==> src/rtl/vmem_pkg.sv <==
// ---------------------------------------------------------------------------
// vmem_pkg
//   Shared types and default sizing for the vector memory access engine.
//   vmem_state_e : engine state (IDLE / ACCESS / DONE)
//   VMEM_VL, VMEM_SEW, VMEM_ADDR_W : default vector length, element width
//                                    and byte-address width
//   ELEM_BYTES   : bytes per element at the default SEW
//   IDX_W        : element index width at the default VL
// ---------------------------------------------------------------------------
package vmem_pkg;

   typedef enum logic [1:0] {
      IDLE   = 2'd0,
      ACCESS = 2'd1,
      DONE   = 2'd2
   } vmem_state_e;

   localparam int VMEM_VL     = 8;
   localparam int VMEM_SEW    = 32;
   localparam int VMEM_ADDR_W = 32;
   localparam int ELEM_BYTES  = VMEM_SEW / 8;
   localparam int IDX_W       = $clog2(VMEM_VL);

   // Bytes per element for an arbitrary element width.
   function automatic int elem_bytes(input int sew);
      return sew / 8;
   endfunction

endpackage

==> src/rtl/vmem_addr_gen.sv <==
// ---------------------------------------------------------------------------
// vmem_addr_gen
//   Holds the vector base address and produces the byte address of the
//   current element: base + idx * ELEM_BYTES, wrapping modulo 2^ADDR_W.
//   clk   in  clock, rising edge
//   rst   in  synchronous reset, active-low (clears the base register)
//   load  in  capture base this cycle
//   base  in  base byte address
//   idx   in  element index
//   addr  out element byte address
// ---------------------------------------------------------------------------
module vmem_addr_gen #(
   parameter int ADDR_W     = 32,
   parameter int IDX_W      = 3,
   parameter int ELEM_BYTES = 4
) (
   input  logic              clk,
   input  logic              rst,
   input  logic              load,
   input  logic [ADDR_W-1:0] base,
   input  logic [IDX_W-1:0]  idx,
   output logic [ADDR_W-1:0] addr
);

   logic [ADDR_W-1:0] base_reg;
   logic [ADDR_W-1:0] offset;

   always_ff @(posedge clk) begin
      if (!rst) begin
         base_reg <= '0;
      end else if (load) begin
         base_reg <= base;
      end
   end

   // Sum is truncated to ADDR_W, so a run crossing the top of the address
   // space simply wraps to zero.
   assign offset = ADDR_W'(idx) * ADDR_W'(ELEM_BYTES);
   assign addr   = base_reg + offset;

endmodule

==> src/rtl/vec_mem_access.sv <==
// ---------------------------------------------------------------------------
// vec_mem_access
//   Unit-stride vector load/store engine. One accepted request is executed as
//   VL sequential SEW-wide accesses on a single-port memory with a ready
//   handshake; the pipeline is stalled until the last element completes and
//   the assembled load vector is presented with a one-cycle done pulse.
//
//   Optional feature macro: VMEM_MASK_EN (adds req_mask; masked-off elements
//   are skipped without a memory access and read back as zero).
//
//   clk, rst            clock (rising edge), synchronous active-low reset
//   req_valid/store     request strobe, 1 = store / 0 = load
//   req_addr/be/wdata   base byte address, store byte enables, store vector
//   req_mask            element mask (VMEM_MASK_EN only)
//   busy, stall, done   engine active, upstream freeze, completion pulse
//   rdata_v             assembled load vector (held until next accept)
//   mem_*               single-port memory interface
// ---------------------------------------------------------------------------
module vec_mem_access
   import vmem_pkg::*;
#(
   parameter int VL     = VMEM_VL,
   parameter int SEW    = VMEM_SEW,
   parameter int ADDR_W = VMEM_ADDR_W
) (
   input  logic                clk,
   input  logic                rst,
   input  logic                req_valid,
   input  logic                req_store,
   input  logic [ADDR_W-1:0]   req_addr,
   input  logic [SEW/8-1:0]    req_be,
   input  logic [VL*SEW-1:0]   req_wdata,
`ifdef VMEM_MASK_EN
   input  logic [VL-1:0]       req_mask,
`endif
   output logic                busy,
   output logic                stall,
   output logic                done,
   output logic [VL*SEW-1:0]   rdata_v,
   output logic                mem_en,
   output logic                mem_we,
   output logic [ADDR_W-1:0]   mem_addr,
   output logic [SEW/8-1:0]    mem_be,
   output logic [SEW-1:0]      mem_wdata,
   input  logic [SEW-1:0]      mem_rdata,
   input  logic                mem_ready
);

   localparam int EB = elem_bytes(SEW);
   localparam int IW = (VL > 1) ? $clog2(VL) : 1;

   vmem_state_e        state_reg;
   logic [IW-1:0]      idx_reg;
   logic               store_reg;
   logic [EB-1:0]      be_reg;
   logic [VL*SEW-1:0]  wdata_reg;
   logic [VL*SEW-1:0]  rdata_reg;
   logic [ADDR_W-1:0]  elem_addr;
   logic               accept;
   logic               elem_active;
   logic               elem_done;
   logic               last_elem;

`ifdef VMEM_MASK_EN
   logic [VL-1:0]      mask_reg;
   assign elem_active = mask_reg[idx_reg];
`else
   assign elem_active = 1'b1;
`endif

   assign accept    = (state_reg == IDLE) && req_valid;
   assign last_elem = (idx_reg == IW'(VL - 1));
   // A skipped element retires in one cycle regardless of mem_ready.
   assign elem_done = (state_reg == ACCESS) && (!elem_active || mem_ready);

   vmem_addr_gen #(
      .ADDR_W     (ADDR_W),
      .IDX_W      (IW),
      .ELEM_BYTES (EB)
   ) u_addr_gen (
      .clk  (clk),
      .rst  (rst),
      .load (accept),
      .base (req_addr),
      .idx  (idx_reg),
      .addr (elem_addr)
   );

   always_ff @(posedge clk) begin
      if (!rst) begin
         state_reg <= IDLE;
         idx_reg   <= '0;
         store_reg <= 1'b0;
         be_reg    <= '0;
         wdata_reg <= '0;
         rdata_reg <= '0;
`ifdef VMEM_MASK_EN
         mask_reg  <= '0;
`endif
      end else begin
         case (state_reg)
            IDLE: begin
               if (req_valid) begin
                  store_reg <= req_store;
                  be_reg    <= req_be;
                  wdata_reg <= req_wdata;
`ifdef VMEM_MASK_EN
                  mask_reg  <= req_mask;
`endif
                  rdata_reg <= '0;
                  idx_reg   <= '0;
                  state_reg <= ACCESS;
               end
            end
            ACCESS: begin
               if (elem_done) begin
                  if (elem_active && !store_reg) begin
                     rdata_reg[idx_reg*SEW +: SEW] <= mem_rdata;
                  end
                  if (last_elem) begin
                     state_reg <= DONE;
                  end else begin
                     idx_reg <= idx_reg + IW'(1);
                  end
               end
            end
            DONE: begin
               // Any request presented here is dropped; the MEM stage
               // re-presents it once stall has released.
               state_reg <= IDLE;
            end
            default: begin
               state_reg <= IDLE;
            end
         endcase
      end
   end

   // Memory-side outputs are forced to zero whenever no access is issued so
   // the bus is quiet in IDLE/DONE and immediately after reset.
   assign mem_en    = (state_reg == ACCESS) && elem_active;
   assign mem_we    = mem_en && store_reg;
   assign mem_addr  = mem_en ? elem_addr : '0;
   assign mem_be    = mem_en ? (store_reg ? be_reg : '1) : '0;
   assign mem_wdata = mem_we ? wdata_reg[idx_reg*SEW +: SEW] : '0;

   assign busy    = (state_reg != IDLE);
   assign done    = (state_reg == DONE);
   assign stall   = accept || (state_reg == ACCESS);
   assign rdata_v = rdata_reg;

endmodule

==> config.mk <==
export PLATFORM = sky130hd
export DESIGN_NAME = vec_mem_access
export DESIGN_NICKNAME = d
export VERILOG_FILES = /design/src/rtl/vmem_pkg.sv /design/src/rtl/vmem_addr_gen.sv /design/src/rtl/vec_mem_access.sv
export SDC_FILE = /design/constraint.sdc
export NUM_CORES = 1
export LEC_CHECK = 0
export ABC_AREA = 0
export CAP_MARGIN = 5
export CORE_ASPECT_RATIO = 1.5
export CORE_MARGIN = 4
export CORE_UTILIZATION = 30
export CTS_BUF_LIST = sky130_fd_sc_hd__clkbuf_4 sky130_fd_sc_hd__clkbuf_8
export CTS_CLUSTER_DIAMETER = 100
export DETAILED_ROUTE_END_ITERATION = 10
export DONT_BUFFER_PORTS = 1
export HOLD_SLACK_MARGIN = 0.02
export PLACE_DENSITY_LB_ADDON = 0.15
export RECOVER_POWER = 100
export SETUP_SLACK_MARGIN = 0.02
export SYNTH_ARGS = -nofsm -noshare
export SYNTH_HDL_FRONTEND = slang
export SYNTH_SLANG_ARGS = --single-unit
==> constraint.sdc <==
create_clock -name clk -period 8.26 [get_ports clk]
set_input_delay 2.065 -clock clk [delete_from_list [all_inputs] [get_ports clk]]
set_output_delay 2.065 -clock clk [all_outputs]
set_load 0.02 [all_outputs]
-- Word-level counts from Yosys, hierarchy flattened
Index checks and enable logic that the tools add are counted.
- add/subtract/negate cells: 3
- equal/unequal tests: 8
- shift operators: 3
- muxes and demuxes: 17
- reduce and logical (&&, ||, !) cells: 11
- operators by type and width (kind ; count):
    $mux 256 ; 3
    $pmux 256 s2 ; 1
    $bwmux 256 ; 1
    $shift 32x34->256 const A ; 1
    $shiftx 256x9->32 ; 1
    $shiftx 32x34->256 ; 1
    $mux 32 ; 2
    $neg 8->34 ; 1
    $add 32x5->32 ; 1
    $mux 3 ; 3
    $mux 4 ; 2
    $reduce_and 4->1 ; 2
    $mux 2 ; 3
    $ne 2x2->1 const B ; 3
    $pmux 3 s2 ; 1
    $ne 2x1->1 const B ; 2
    $pmux 2 s2 ; 1
    $reduce_bool 2->1 ; 2
    $add 3x1->3 const B ; 1
    $eq 3x3->1 const B ; 1
    $logic_and 1x1->1 ; 3
    $reduce_and 3->1 ; 1
    $eq 2x1->1 const B ; 1
    $eq 2x2->1 const B ; 1
    other kinds (3) ; 3
- bits in registers: 554
- bits of input ports: 329
- output and inout bits: 329
- word-level logic and storage cells: 49

-- Logic depth before layout (Yosys ltp)
Gate-level depths: netlist of the first run.
- depth after elaboration: 6
- gate-level depth with buffers: 12

-- By module
Synthesis of the first run repeated with hierarchy kept, for this count alone.
- cell total of the unflattened synthesis: 2373
- area, all modules: 23009.6 um^2
- by module, submodules not included (module ; instances ; cells each ; area an instance (um^2)):
    vec_mem_access ; 1 ; 2172 ; 21058.9
    vmem_addr_gen ; 1 ; 201 ; 1950.6

-- Least setup slack after synthesis of the first run
No wires, ideal clock.
- path kind: register to output
- start point: register idx_reg[1]
- end point: output port mem_addr[14]
- arrival time: 3120 ps
- slack: 3075 ps
- stages on the path, launching flop included: 10
- path through: dfxtp_1 > buf_1 > clkbuf_1 > inv_1 > fa_1 > nor2b_1 > o211ai_1 > clkbuf_1 > or4_1 > a21oi_1
- cells in the longest elaborated chain, start to end: 2
- RTL lines (item ; RTL line ; RTL):
    start, declared ; vec_mem_access.sv:53 ; logic [IW-1:0] idx_reg;
    start signal, assigned ; vec_mem_access.sv:123 ; idx_reg <= idx_reg + IW'(1);
    $add 32x5->32 ; vmem_addr_gen.sv:39 ; assign addr = base_reg + offset;
    $mux 32 ; vec_mem_access.sv:143 ; assign mem_addr = mem_en ? elem_addr : '0;
    end, declared ; vec_mem_access.sv:42 ; output logic [ADDR_W-1:0] mem_addr,
Every way passes these cells.

-- Final worst setup path of the first run
- start point: input port req_valid
- end point: register wdata_reg[165]
- cells in the longest elaborated chain, start to end: 1
- RTL lines (item ; RTL line ; RTL):
    start, declared ; vec_mem_access.sv:28 ; input logic req_valid,
    $reduce_and 2->1 (no line) ; n/a ;
    end signal, assigned ; vec_mem_access.sv:106 ; wdata_reg <= req_wdata;
    end, declared ; vec_mem_access.sv:56 ; logic [VL*SEW-1:0] wdata_reg;
Every way passes these cells.
A chain may end at the register's enable or synchronous reset.

==> summary.md, run 1 <==
| Metric | Value |
|---|---|
| Routed wl met2 | 40900 um |
| Clock sink count | 554 |
| Worst hold stages | 2 |
| Area grow syn2layout | 12.1% |
| Reg-to-reg endpoint | rdata_v[207]$_SDFFE_PN0P_ |
| Die Width | 227 um |
| Initial Util | 0.303 |
| Tightest Pin Transition | between 4000 and 5000 ps |
| Layout Skew | 41.9 ps |
| Post-synth cell types | 63 |
| Clock Latency Late Sink | 700 ps |
| Crit path DAT | 7160 ps |
| Initial antenna violation count | 14 |
| Hold path start | wdata_reg[222]$_SDFFE_PN0P_ |
| Layout cell share with drive strength beyond 1 | 0.112 |
| Core area | roughly 71000 sq um |
| Avg WL per Cell | 24.9 um |
| Final setup violation count | 0 |
| Crit path launch type | primary input |
| Die height | 337 um |
| Setup TNS | 0 ps |
| Top Ports | 658 |
| Worst reg2reg path depth | 8 |
| First-pass GRT wire length | 120000 um |
| Hold EP | wdata_reg[222]$_SDFFE_PN0P_ |
| Net count, final | 2714 |
| CTS Root Cell | clkbuf_8 |
| # resized after CTS | 0 |
| Crit end category | flip-flop |
| Min-Delay Path Class | flip-flop to flip-flop |
| Met3 WL | slightly below 10000 um |
| Max Freq | 151 MHz |
| Slack of the worst reg-to-reg path | 2390 ps |
| Filler instances | ~7500 |
| Top FF cell, synth | dfxtp_1 |
| Hold buffer count at CTS | 0 |
| Area contributors post-synth | dfxtp_1, nand2_1, a21oi_1 |
| RSZ-0062 raised after global routing | no |
| R2r startpoint | idx_reg[0]$_SDFFE_PN0P_ |
| Seq/Total Area, Yosys | 0.513 |
| Setup Crit Path Kind | primary input to flip-flop |
| Synth top area share | 0.513 |
| Synth Register Bits | 554 |
| Asr flop ratio synth | 0 |
| Post-route ant nets | 0 |
| Port Buffers | 0 |
| Initial drt markers | between 1000 and 1500 |
| Leak | 8.34 nW |
| Largest net degree at the start of global routing | 209 |
| Post-synth EDFFs | 0 |
| PnR Total Power | roughly 0.006 W |
| Most frequent cells in the layout | nand2_1, dfxtp_1, a21oi_1 |
| FP Rows | 120 |
| Worst-path fanout max | 95 |
| GR Overflow Total | 0 |
| Total routed wirelength | around 84000 um |
| Synth warn | 0 |
| Maximum vdd drop | 0.000125 V |
| Worst slew margin | -1.97 |
| Final GP Congestion | 0.829 |
| Synthesized area | 21600 sq um |
| Crit share post-route | 0.801 |
| Vias after detailed routing | 18100 |
| Mapped Avg Cell Area | 8.73 sq um |
| Max-cap viol count | 12 |
| Max Slew Vio Count | 717 |
| Violations in the final reports | capacitance limit, slew limit |
| Final Hold Violating Endpoints | 0 |
| DP Wirelength | between 50000 and 60000 um |
| CTS HTree Levels | 3 |
| Outcome | finished with violations |
| Power per cell area | around 250 nW/um^2 |
| Area after DPL | 22300 sq um |
| Minimum clock period | 6620 ps |
| GRT Total Usage | 0.208 |
| Commonest non-fill, non-tap cell in the layout | nand2_1 |
| Vias in the first global route | 17800 |
| Cells after synthesis | between 2000 and 2500 |
| CTS tree | done |
| Final Instance Area | 24200 sq um |
| Synthesized netlist net count | 2815 |
| Highest routed metal layer | met5 |
| WP data required | 8800 ps |
| Bufs on Longest Clock Path | 3 |
| Clock Pin Slew Worst Setup and Hold Paths | 60 ps |
| Total die area | around 77000 sq um |
| First-pass detailed-route iteration total | 5 |
| Cell accounting for the most synthesized area | dfxtp_1 |
| Setup bufs post-CTS | 0 |
| Via density per instance | 5.36 |
| CTS Buf Count | 91 |
| Met1 Wirelength | just over 30000 um |
| DRC | 0 |
area by class of cell:
cell class / count / area [sq um] / share of cell area
sequential: 554 / 11100 / 0.458
multi-input combinational: 1686 / 9670 / 0.399
clock buffer: 149 / 1810 / 0.0748
tap: 915 / 1140 / 0.0472
clock inverter: 13 / 226 / 0.00934
timing repair buffer: 27 / 191 / 0.00790
inverter: 16 / 63.8 / 0.00263
antenna: 12 / 30.0 / 0.00124
worst max path at each step:
| stage | startpoint | slack, ps | end | cells past startpoint |
|---|---|---|---|---|
| 3_3_place_gp | idx_reg[0]$_SDFFE_PN0P_ | 2800 | mem_addr[22] | 7 |
| 4_1_cts | idx_reg[0]$_SDFFE_PN0P_ | 1950 | mem_addr[22] | 7 |
| 2_1_floorplan | idx_reg[1]$_SDFFE_PN0P_ | 3080 | mem_addr[14] | 9 |
| 6_report | req_valid | 1640 | wdata_reg[165]$_SDFFE_PN0P_ | 5 |
| 3_5_place_dp | idx_reg[0]$_SDFFE_PN0P_ | 2750 | mem_addr[22] | 7 |
| 5_1_grt | req_valid | 920 | wdata_reg[165]$_SDFFE_PN0P_ | 5 |
power breakdown:
part | switching (W) | internal, W | total, W
Sequential | 0.0000763 | 0.00277 | 0.00285
Clock | 0.00114 | 0.00155 | 0.00269
Combinational | 0.000301 | 0.000142 | 0.000442
worst max-delay path, stage by stage:
cell      delay, ps
nor3b_2         160
clkbuf_2       1290
clkbuf_1       2710
nand2_1         500
a21oi_1         270
kinds of logic (layout without fill, tap and decap cells):
logic type	after synthesis	after routing	share of synthesized area
DFF	554	554	0.513
other	0	12	0
adders and majority gates	9	9	0.00556
xor gates and xnor gates	7	7	0.00284
AOI/OAI and AO/OA	651	651	0.187
muxes	66	66	0.0677
and+or+nand+nor	953	953	0.180
buffers and inverters	237	205	0.0439
cells in the mapped netlist, drive strengths merged (2+ instances only):
cell type,instances
nor4,3
a22o,84
or3,5
a32oi,28
o2bb2ai,18
mux2,2
nor2,50
xor2,6
nor3b,2
o2111ai,3
ha,8
clkbuf,184
and4,5
nand4bb,2
nand2,774
nand4,7
buf,37
nand3,60
a32o,38
a21oi,405
a311oi,2
o21ai,45
nor2b,5
nand3b,2
dfxtp,554
mux4,64
and3,2
o41ai,3
or4,12
nand2b,6
nor3,6
and2,6
inv,15
o31ai,14
a211oi,2
o211ai,2
or2,2
stage by stage:
step                      setup WS [ps]   util  hold WS, ps  cells
after global placement             2800  0.312          439   3198
after CTS                          1950  0.340          452   3360
after floorplan                    3080      -          432   2477
after global routing                922  0.339          467   3368
final                              1640  0.339          451   3372
after detailed placement           2750  0.312          443   3198
metal layers:
metal,vias to the layer above,global-route usage
met1,8691,0.228
met4,2,0.0737
met2,816,0.354
li1,8426,-
met5,-,0
met3,124,0.0931
Power figures use the tool's default switching activity.
==> inputs of run 2 (changes only) <==
==> constraint.sdc (replaced) <==
create_clock -name clk -period 6.1 [get_ports clk]
set_input_delay 1.525 -clock clk [delete_from_list [all_inputs] [get_ports clk]]
set_output_delay 1.525 -clock clk [all_outputs]
set_load 0.02 [all_outputs]
==> summary.md, run 2 (synthesized netlist as in run 1, its figures left out) <==
| Metric | Value |
|---|---|
| Setup bufs post-CTS | 0 (unchanged) |
| Core area | 71500 sq um (unchanged) |
| Initial drt markers | 988 (-4.6%) |
| Final core occ | 0.340 (+0.00101) |
| CTS Root Cell | clkbuf_8 |
| WP data required | 4580 ps (-4220 ps) |
| CTS HTree Levels | 3 (unchanged) |
| Vias after detailed routing | 18100 (+0.14%) |
| Worst hold stages | 2 (unchanged) |
| Setup Crit Path Kind | flip-flop to primary output |
| Initial antenna violation count | 13 (-1) |
| Final GP Congestion | 0.839 (+1.2%) |
| Crit path DAT | 4090 ps (-3070 ps) |
| Port Buffers | 0 (unchanged) |
| Layout Skew | 42.1 ps (+0.253 ps) |
| Avg WL per Cell | 24.9 um (-0.15%) |
| Most frequent cells in the layout | nand2_1, dfxtp_1, a21oi_1 |
| DRC | 0 (unchanged) |
| Total die area | 76500 sq um (unchanged) |
| Hold path start | wdata_reg[248]$_SDFFE_PN0P_ |
| Layout cell share with drive strength beyond 1 | 0.113 (+0.000587) |
| Initial Util | 0.303 (unchanged) |
| Top Ports | 658 (unchanged) |
| Crit share post-route | 0.920 |
| Outcome | finished with violations |
| Commonest non-fill, non-tap cell in the layout | nand2_1 |
| FP Rows | 120 (unchanged) |
| Area grow syn2layout | 12.5% |
| Max Freq | 178 MHz |
| Clock sink count | 554 (unchanged) |
| Largest net degree at the start of global routing | 208 (-0.48%) |
| DP Wirelength | 59000 um (-0.89%) |
| Post-route ant nets | 0 (unchanged) |
| Worst reg2reg path depth | 7 (-1) |
| Leak | 8.39 nW (+0.52%) |
| Reg-to-reg endpoint | rdata_v[201]$_SDFFE_PN0P_ |
| Clock share of power | 0.453 (+0.003) |
| R2r startpoint | idx_reg[0]$_SDFFE_PN0P_ |
| GRT Total Usage | 0.208 (about the same) |
| Sequential power share | 0.474 (-0.002) |
| GR Overflow Total | 0 (unchanged) |
| CTS tree | done |
| Hold EP | wdata_reg[248]$_SDFFE_PN0P_ |
| Crit path launch type | flip-flop |
| Violations in the final reports | capacitance limit, slew limit |
| Pint | 0.00605 W (+36%) |
| Worst-path fanout max | 35 (-63%) |
| Max Slew Vio Count | 369 (-49%) |
| Filler instances | 7572 (+0.61%) |
| Total routed wirelength | 84000 um (about the same) |
| Crit end category | primary output |
| Power per cell area | 334 nW/um^2 (+36%) |
| First-pass GRT wire length | 121000 um (+0.13%) |
| Worst slew margin | -1.29 (+0.681) |
| Maximum vdd drop | 0.000137 V (+9.5%) |
| Net count, final | 2714 (unchanged) |
| Min-Delay Path Class | flip-flop to flip-flop |
| CTS Buf Count | 90 (-1.1%) |
| Via density per instance | 5.36 (about the same) |
| Max-cap viol count | 9 (-3) |
| Clock Latency Late Sink | 700 ps (about the same) |
| Clock Pin Slew Worst Setup and Hold Paths | 60 ps (about the same) |
| NetSw | 0.00208 W (+37%) |
| Tightest Pin Transition | 3430 ps (-1020 ps) |
| RSZ-0062 raised after global routing | no |
| Die height | 337 um (unchanged) |
| First-pass detailed-route iteration total | 5 (unchanged) |
| Final Hold Violating Endpoints | 0 (unchanged) |
| Die Width | 227 um (unchanged) |
| Combinational group share of total power | 0.072 (-0.002) |
| Bufs on Longest Clock Path | 3 (unchanged) |
| Hold buffer count at CTS | 0 (unchanged) |
| Sw Share | 0.256 (+0.00246) |
| Final Instance Area | 24300 sq um (+0.30%) |
| Setup TNS | 0 ps (unchanged) |
| # resized after CTS | 0 (unchanged) |
| Area after DPL | 22300 sq um (+0.12%) |
| Final setup violation count | 0 (unchanged) |
| Minimum clock period | 5610 ps |
| Slack of the worst reg-to-reg path | 1120 ps (-1270 ps) |
| Vias in the first global route | 17900 (+0.49%) |
==> run 2: cell type report <==
class / instances / area [sq um] / area share
Sequential cell: 554 / 11100 / 0.457
Multi-Input combinational cell: 1686 / 9670 / 0.398
Clock buffer: 144 / 1810 / 0.0746
Tap cell: 915 / 1140 / 0.0471
Clock inverter: 22 / 274 / 0.0113
Timing Repair Buffer: 28 / 220 / 0.00906
Inverter: 16 / 67.6 / 0.00278
Antenna cell: 10 / 25.0 / 0.00103
==> run 2: layer usage <==
layer | track usage | wire, um | vias up
met2 | 0.356 | 40900 | 739
li1 | - | - | 8421
met5 | 0 | 57 | -
met1 | 0.226 | 30800 | 8765
met3 | 0.0918 | 9320 | 151
met4 | 0.0765 | 2920 | 8
==> run 2: stage by stage <==
| step | setup WS [ps] | hold slack [ps] | std cells | power, W |
|---|---|---|---|---|
| after floorplan | 1460 | 432 | 2477 | 0.00436 |
| after global placement | 1150 | 439 | 3199 | 0.00452 |
| after detailed placement | 1080 | 444 | 3199 | 0.00454 |
| after CTS | 316 | 453 | 3365 | 0.00825 |
| after global routing | 78.4 | 469 | 3372 | 0.00849 |
| final | 490 | 451 | 3375 | 0.00812 |
==> run 2: critical path: stages (launching register included) <==
cell	delay [ps]
dfxtp_4	800
ha_1	350
inv_1	80
fa_1	380
nor2b_1	370
o211ai_1	390
or4_1	620
a21oi_1	430
==> run 2: worst max path at each step <==
| stage | end | from | cells after the start | slack (ps) |
|---|---|---|---|---|
| finish | mem_addr[30] | idx_reg[0]$_SDFFE_PN0P_ | 7 | 490 |
| global route | mem_addr[22] | idx_reg[0]$_SDFFE_PN0P_ | 7 | 80 |
| CTS | mem_addr[30] | idx_reg[0]$_SDFFE_PN0P_ | 7 | 320 |
| detailed placement | mem_addr[30] | idx_reg[0]$_SDFFE_PN0P_ | 7 | 1080 |
| global placement | mem_addr[22] | idx_reg[0]$_SDFFE_PN0P_ | 7 | 1150 |
| floorplan | mem_addr[14] | idx_reg[1]$_SDFFE_PN0P_ | 9 | 1460 |
==> run 2: power groups by stage <==
stage | Combinational (W) | Clock [W] | Sequential (W)
after global placement | 0.000592 | 0 | 0.00393
after CTS | 0.000605 | 0.00379 | 0.00386
final | 0.000588 | 0.00368 | 0.00385
after global routing | 0.000660 | 0.00396 | 0.00387
after floorplan | 0.000475 | 0 | 0.00389
after detailed placement | 0.000605 | 0 | 0.00394
